### src/rtl/semaforo_pkg.sv
// Shared definitions for the two-road traffic-light controller: state codes,
// lamp codes, default phase durations and the state-to-lamp decode.
package semaforo_pkg;

  typedef enum logic [2:0] {
    VERDE_A    = 3'd0,
    AMARILLO_A = 3'd1,
    ROJO_AB1   = 3'd2,
    VERDE_B    = 3'd3,
    AMARILLO_B = 3'd4,
    ROJO_AB2   = 3'd5
  } estado_t;

  localparam logic [2:0] LUZ_ROJO     = 3'b100;
  localparam logic [2:0] LUZ_AMARILLO = 3'b010;
  localparam logic [2:0] LUZ_VERDE    = 3'b001;

  localparam int unsigned T_VERDE_DEF    = 10;
  localparam int unsigned T_AMARILLO_DEF = 3;
  localparam int unsigned T_ROJO_DEF     = 1;

  // Returns {luces_A, luces_B}; any code outside the six states decodes all-red.
  function automatic logic [5:0] decodificar_luces(input estado_t e);
    logic [5:0] r;
    r = {LUZ_ROJO, LUZ_ROJO};
    case (e)
      VERDE_A:    r = {LUZ_VERDE,    LUZ_ROJO};
      AMARILLO_A: r = {LUZ_AMARILLO, LUZ_ROJO};
      ROJO_AB1:   r = {LUZ_ROJO,     LUZ_ROJO};
      VERDE_B:    r = {LUZ_ROJO,     LUZ_VERDE};
      AMARILLO_B: r = {LUZ_ROJO,     LUZ_AMARILLO};
      ROJO_AB2:   r = {LUZ_ROJO,     LUZ_ROJO};
      default:    r = {LUZ_ROJO,     LUZ_ROJO};
    endcase
    return r;
  endfunction

endpackage

### src/rtl/controlador_semaforo.sv
// Moore sequencer for a main road (A) / side road (B) intersection, advancing
// its phase counter on each divider tick.
//
// state      | meaning
// VERDE_A    | A green, B red; held past expiry until B demands
// AMARILLO_A | A yellow, B red
// ROJO_AB1   | all red, clearing before B
// VERDE_B    | A red, B green
// AMARILLO_B | A red, B yellow
// ROJO_AB2   | all red, clearing before A (also the reset state)
module controlador_semaforo
  import semaforo_pkg::*;
#(
  parameter int unsigned T_VERDE    = T_VERDE_DEF,
  parameter int unsigned T_AMARILLO = T_AMARILLO_DEF,
  parameter int unsigned T_ROJO     = T_ROJO_DEF
) (
  input  logic       clk_Entrada,
  input  logic       rst,
  input  logic       tick_1hz,
  input  logic       demanda_B,
  output logic [2:0] luces_A,
  output logic [2:0] luces_B,
  output logic [2:0] estado,
  output logic [7:0] cuenta
);

  localparam logic [7:0] CARGA_VERDE    = 8'(T_VERDE - 1);
  localparam logic [7:0] CARGA_AMARILLO = 8'(T_AMARILLO - 1);
  localparam logic [7:0] CARGA_ROJO     = 8'(T_ROJO - 1);

  estado_t    est_q, est_d;
  logic [7:0] cuenta_d;

  always_comb begin
    est_d    = est_q;
    cuenta_d = cuenta;
    if (est_q > ROJO_AB2) begin
      est_d    = ROJO_AB2;
      cuenta_d = CARGA_ROJO;
    end else if (tick_1hz) begin
      if (cuenta != 8'd0) begin
        cuenta_d = cuenta - 8'd1;
      end else begin
        // Phase expired; VERDE_A simply stays with cuenta at 0 without demand.
        case (est_q)
          VERDE_A: begin
            if (demanda_B) begin
              est_d    = AMARILLO_A;
              cuenta_d = CARGA_AMARILLO;
            end
          end
          AMARILLO_A: begin
            est_d    = ROJO_AB1;
            cuenta_d = CARGA_ROJO;
          end
          ROJO_AB1: begin
            est_d    = VERDE_B;
            cuenta_d = CARGA_VERDE;
          end
          VERDE_B: begin
            est_d    = AMARILLO_B;
            cuenta_d = CARGA_AMARILLO;
          end
          AMARILLO_B: begin
            est_d    = ROJO_AB2;
            cuenta_d = CARGA_ROJO;
          end
          ROJO_AB2: begin
            est_d    = VERDE_A;
            cuenta_d = CARGA_VERDE;
          end
          default: begin
            est_d    = ROJO_AB2;
            cuenta_d = CARGA_ROJO;
          end
        endcase
      end
    end
  end

  // Lamps are registered from the next state so they switch on the same edge.
  always_ff @(posedge clk_Entrada) begin
    if (rst) begin
      est_q              <= ROJO_AB2;
      cuenta             <= CARGA_ROJO;
      {luces_A, luces_B} <= {LUZ_ROJO, LUZ_ROJO};
    end else begin
      est_q              <= est_d;
      cuenta             <= cuenta_d;
      {luces_A, luces_B} <= decodificar_luces(est_d);
    end
  end

  assign estado = est_q;

endmodule

### config.mk
export PLATFORM = sky130hd
export DESIGN_NAME = controlador_semaforo
export DESIGN_NICKNAME = d
export VERILOG_FILES = /design/src/rtl/semaforo_pkg.sv /design/src/rtl/controlador_semaforo.sv
export SDC_FILE = /design/constraint.sdc
export NUM_CORES = 1
export LEC_CHECK = 0
export ABC_AREA = 1
export CORE_UTILIZATION = 49
export CTS_CLUSTER_SIZE = 25
export DETAILED_ROUTE_END_ITERATION = 6
export GPL_TIMING_DRIVEN = 0
export PLACE_DENSITY_LB_ADDON = 0.25
export SKIP_CTS_REPAIR_TIMING = 1
export SLEW_MARGIN = 10
export SYNTH_ARGS = -nofsm -noshare
export SYNTH_HDL_FRONTEND = slang
export SYNTH_SLANG_ARGS = --single-unit
### constraint.sdc
create_clock -name clk_Entrada -period 1.5 [get_ports clk_Entrada]
set_input_delay 0.225 -clock clk_Entrada [delete_from_list [all_inputs] [get_ports clk_Entrada]]
set_output_delay 0.225 -clock clk_Entrada [all_outputs]
set_load 0.02 [all_outputs]
# Word-level counts from Yosys, hierarchy flattened
# Cells that the tools add are included.
word_totals:
  register_bits: 17
  out_inout_bits: 17
op_classes:
  n_mux: 9
  reduce_logical: 6
  magnitude_cmp: 1
  n_addsub: 1
  eq_ne: 8
ops:
  columns: ["cell", "n"]
  rows:
  - ["6-bit one-hot mux with 4 select lines", 1]
  - ["8-bit one-hot mux with 3 select lines", 1]
  - ["8-bit 2-to-1 mux", 2]
  - ["3-bit one-hot mux with 5 select lines", 1]
  - ["3-bit 2-to-1 mux", 4]
  - ["3-bit by 2-bit equality test with 1-bit output (second input constant)", 3]
  - ["8-bit nonzero test", 1]
  - ["8-bit by 1-bit subtractor with 8-bit output (second input constant)", 1]
  - ["3-bit by 1-bit equality test with 1-bit output (second input constant)", 2]
  - ["3-bit equality test (second input constant)", 2]
  - ["3-bit zero test", 2]
  - ["2-bit OR reduction", 2]
  - ["3-bit > comparator (second input constant)", 1]
  - ["3-bit != test (second input constant)", 1]
  - ["2-bit AND reduction", 1]

# Longest topological paths before layout
logic_depth:
  ltp_word: 7
  depth_mapped: 11
  ltp_nobuf: 11

# Worst setup path before layout
# OpenSTA, ideal clock, no wires.
synth_path:
  path_type: "flip-flop to flip-flop"
  from: "register cuenta[0]"
  to: "register cuenta[4]"
  required_ns: 1.387
  synth_period_minus_slack_ns: 1.525
  setup_slack_ns: -0.025
  arrival_ns: 1.413
  stages_incl_launch_ff: 11
  n_path_buf: 0
  cell_sequence: "dfxtp_1 > inv_1 > ha_1 > nand2_4 > nor2_8 > nand2_2 > nand2_2 > nor2_2 > nand2_1 > nor2_1 > nor2_1"
synth_between:
  elab_chain_cells: 3
  elab_cells_between_ends: 5
synth_rtl:
  columns: ["element", "line", "rtl"]
  rows:
  - ["from (decl)", "controlador_semaforo.sv:25", "output logic [7:0] cuenta"]
  - ["from (signal assigned)", "controlador_semaforo.sv:90", "cuenta <= cuenta_d;"]
  - ["branches (longest 3 deep; another with 8-bit by 1-bit subtractor with 8-bit output)", null, null]
# Parallel ways; which one is timed is not known.
# A chain may end at the register's enable or synchronous reset.

# Worst setup path after layout
layout_path:
  from: "register cuenta[2]"
  to: "register luces_A[0]"
layout_between:
  elab_chain_cells: 6
  elab_cells_between_ends: 9
layout_rtl:
  columns: ["element", "line", "rtl"]
  rows:
  - ["8-bit nonzero test (*)", "controlador_semaforo.sv:42", "if (cuenta != 8'd0) begin"]
  - ["3-bit 2-to-1 mux (*)", "controlador_semaforo.sv:42", null]
  - ["3-bit 2-to-1 mux (*)", "controlador_semaforo.sv:41", "end else if (tick_1hz) begin"]
  - ["3-bit 2-to-1 mux (*)", "controlador_semaforo.sv:38", "if (est_q > ROJO_AB2) begin"]
  - ["3-bit equality test (tied with other cells)", "semaforo_pkg.sv:26", "case (e)"]
  - ["6-bit one-hot mux with 4 select lines (*)", "semaforo_pkg.sv:26", null]
  - ["to (signal assigned)", "controlador_semaforo.sv:87", "{luces_A, luces_B} <= {LUZ_ROJO, LUZ_ROJO};"]
  - ["to (signal assigned)", "controlador_semaforo.sv:91", "{luces_A, luces_B} <= decodificar_luces(est_d);"]
  - ["to (decl)", "controlador_semaforo.sv:22", "output logic [2:0] luces_A,"]
# Mark *: on every way between the ends. The rest lies on a longest branch, timed or not.

==> results.md <==
Run status:
- The run finished with clean final reports.

Global routing:
- The number of antenna violations at the first check in global routing is 0.
- The number of global-route vias before repair is 754.
- For this run the aggregate overflow at the end of global routing stands at 0.
- Across every metal layer, demand over resource in global routing totals 0.216.
- The first global-routing pass estimated 3.24 mm of wire.
- The largest net degree at the start of global routing is 11.

Critical path:
- The setup path with the least slack is of type reg2reg.
- The worst setup path is launched from a flop.
- For the worst flop-to-flop path, the logic depth is 8.
- At the worst endpoint, the arrival time is 1.70 ns.
- Together, buffers and inverters on the worst path number 2.
- The critical path goes through nor2_4, nand2_4, nor2_8, nand3_2, nand3_4, inv_2, buf_4, nor3_2.
- At the worst endpoint, the required time is 1.74 ns.
- For this run, the slowest stage of the critical path takes 0.36 ns.
- Along the worst path, the maximum fanout reaches 5.
- The setup slack on the worst flop-to-flop path is 0.04 ns.
- The endpoint identified for the worst register-to-register timing path is luces_A[0].
- The number of cells on the critical path is 8.
- The slowest stage of the critical path belongs to the cell sky130_fd_sc_hd__dfxtp_2.
- The critical path's top delay family is simple AND/OR/NAND/NOR gates.
- The worst register-to-register path begins at cuenta[2].
- STA classifies the critical path endpoint as a flop.

CTS:
- For this design, the sink count on the clock tree is 17.
- The clock passes through at most 2 buffers.
- TritonCTS created 3 clock buffers.
- After clock tree synthesis, the clock-pin slew on the worst setup and hold paths is 0.11 ns.
- Clock latency on the worst-skew pair, taken at its later pin, is 0.31 ns.
- The maximum level of the CTS H-tree is 1.
- TritonCTS built the clock tree.
- The cell sitting at the root of the clock tree is a sky130_fd_sc_hd__clkbuf_4.

Finish:
- In the layout the commonest cells are 26 x sky130_fd_sc_hd__nand2_1, 16 x sky130_fd_sc_hd__nor2_1, 14 x sky130_fd_sc_hd__inv_1.
- The diode insertion count for antenna repair is 0.
- The post-route core utilization is 0.761.
- From synthesis to final layout, the design area changed by 41.1%.
- The post-route cell area is 1370 um2.
- The fraction of final layout cells with drive strength greater than 1 is 0.297.
- In the final design database the tool counted 172 nets.
- The most common library cell in the layout ignoring fill and taps is sky130_fd_sc_hd__nand2_1.

Route:
- The final layout contains routed wiring with a total length of 2.37 mm.
- The average wire per cell in the routed design is 12.5 um.
- The antenna violation net count after detailed routing is 0.
- The number of search-and-repair iterations in the first detailed-routing pass is 4.
- Dividing the detail-routed via count by the number of cells gives 5.17.
- The post-detailed-route DRC marker count is 0.
- The detailed-route via count is 983.
- The first routing iteration left 34 violations.

Yosys:
- The synthesized netlist contains 22 unique library cells.
- Yosys printed 0 warnings.
- The part of the Yosys area used for sequential elements is 0.350.
- Of all flip-flops after synthesis, the portion carrying an async set or reset was 0.
- Synthesis produced a netlist with a net count of 142.
- The number of synthesized flops with an enable pin is 0.
- The post-synthesis average cell area is 7.15 um2.
- Synthesis inferred 17 register bits.
- The most common flop cell mapped by yosys is sky130_fd_sc_hd__dfxtp_1.
- The mapped netlist covers 972 um2.
- The number of instances in the synthesized netlist is 136.

Floorplan:
- The die footprint is 2170 um2.
- For this configuration, the core starts out at a cell density of 0.540.
- In this run the standard cell core region covers 1800 um2.
- The cell row count is 15.
- The number of placed I/O pins is 21.
- The floorplan step set the die width to 46.5 um.
- The floorplan step set the die height to 46.5 um.

Pwr:
- The peak supply drop is 0.000918 V.
- The total power density per cell area is 1480 nW/um2.
- Summed over all cells, the static leakage comes to 0.773 nW.
- The final total power is 0.00203 W.

Hold path:
- The launch instance of the worst min-delay path is cuenta[0].
- The cell depth of the worst min-delay path is 2.
- In this run the worst hold path is classified as reg2reg.
- For hold timing, the worst endpoint is cuenta[0].

Timing:
- The final number of setup-violating endpoints is 0.
- The max-slew violation count was 0.
- The number of hold violations in the final report was 0.
- Subtracting the final worst setup slack from the clock period gives 1.46 ns.
- Timing would allow up to 0.685 GHz.
- The worst path meets setup with 0.0402 ns of slack.
- The slew at the pin with the worst max-slew slack is 0.498 ns.
- On the final layout, the worst clock skew is 0.0161 ns.
- The worst max-slew margin expressed relative to the limit is 0.665.
- The ratio of final minimum period to clock period is 0.973.

Placement:
- In this run the tool buffered the top-level ports with 20 buffer cells.
- Once placement finished, the instance area stood at 1200 um2.
- The post-placement worst setup slack is -0.216 ns.
- The global placer's final weighted congestion is 0.854.
- The HPWL reported at the end of detailed placement is 1.57 mm.

Flow run:
- The tool flagged a number of max-cap violations equal to 0.
==> flip-flops by register name, summed over array words and instances, names as in the netlist <==
register and cells:
cuenta 8, estado 3, luces_A 3, luces_B 3
==> final cells by class <==
cell class | count | area [um2]
clock buffers | 3 | 22.5
clock inverters | 1 | 5.00
fillers | 131 | 430
inverters | 22 | 82.6
multi-input cells | 98 | 616
flip-flops and latches | 17 | 354
well taps | 25 | 31.3
repair buffers | 24 | 260
==> cells in the mapped netlist, types with 3 or more instances <==
library cell              instances  area share
sky130_fd_sc_hd__nand2_1         26        0.10
sky130_fd_sc_hd__nand2_2          4       0.026
sky130_fd_sc_hd__dfxtp_1         17        0.35
sky130_fd_sc_hd__nand3_1         12       0.062
sky130_fd_sc_hd__o21ai_0          5       0.026
sky130_fd_sc_hd__inv_1           17       0.066
sky130_fd_sc_hd__o21ai_1          4       0.021
sky130_fd_sc_hd__nor2_2           3       0.019
sky130_fd_sc_hd__nor3_2           3       0.031
sky130_fd_sc_hd__a21oi_1          4       0.021
sky130_fd_sc_hd__nor2_1          18       0.069
sky130_fd_sc_hd__nand4_1          4       0.026
sky130_fd_sc_hd__inv_2            5       0.019
sky130_fd_sc_hd__nand2_4          3       0.035
==> worst reg2reg max path, delay by kind of cell (launching register included) <==
| kind | cells | cell delay (ns) |
|---|---|---|
| buffers and inverters | 2 | 0.19 |
| flip-flops | 1 | 0.36 |
| AND/OR/NAND/NOR | 6 | 0.86 |
==> metal layers <==
metal,global-route usage,share of wire,vias up
li1,-,-,492
met1,0.319,0.47,456
met2,0.286,0.46,30
met3,0.0353,0.046,5
met4,0.124,0.019,0
met5,0,0,-
==> worst max-delay path by stage <==
stage | end | startpoint
CTS | estado[0] | estado[0]
floorplan | cuenta[4] | cuenta[1]
global route | cuenta[3] | cuenta[2]
global placement | luces_B[2] | tick_1hz
finish | luces_A[0] | cuenta[2]
detailed placement | luces_B[2] | tick_1hz
==> logic make-up after synthesis <==
group | Yosys count | synth area share
AOI/OAI and AO/OA | 14 | 0.0837
xor gates and xnor gates | 2 | 0.0180
adders and majority gates | 2 | 0.0257
buffers and inverters | 22 | 0.0849
DFF | 17 | 0.350
and+or+nand+nor | 79 | 0.438
==> report_power, final <==
| part | leakage (nW) | internal, W | switching (W) |
|---|---|---|---|
| clock | 0.0177 | 0.0000996 | 0.000160 |
| sequential | 0.141 | 0.000549 | 0.000103 |
| combinational | 0.615 | 0.000453 | 0.000662 |
| total | 0.773 | 0.00110 | 0.000924 |
==> metrics by stage <==
stage / hold WS, ns / instances / TNS, ns
final: 0.540 / 190 / 0
after global routing: 0.590 / 190 / -0.320
after CTS: 0.549 / 185 / -1.23
after detailed placement: 0.523 / 181 / -1.03
after global placement: 0.523 / 181 / -0.767
after floorplan: 0.414 / 136 / 0
(Power assumes the default switching activity.)
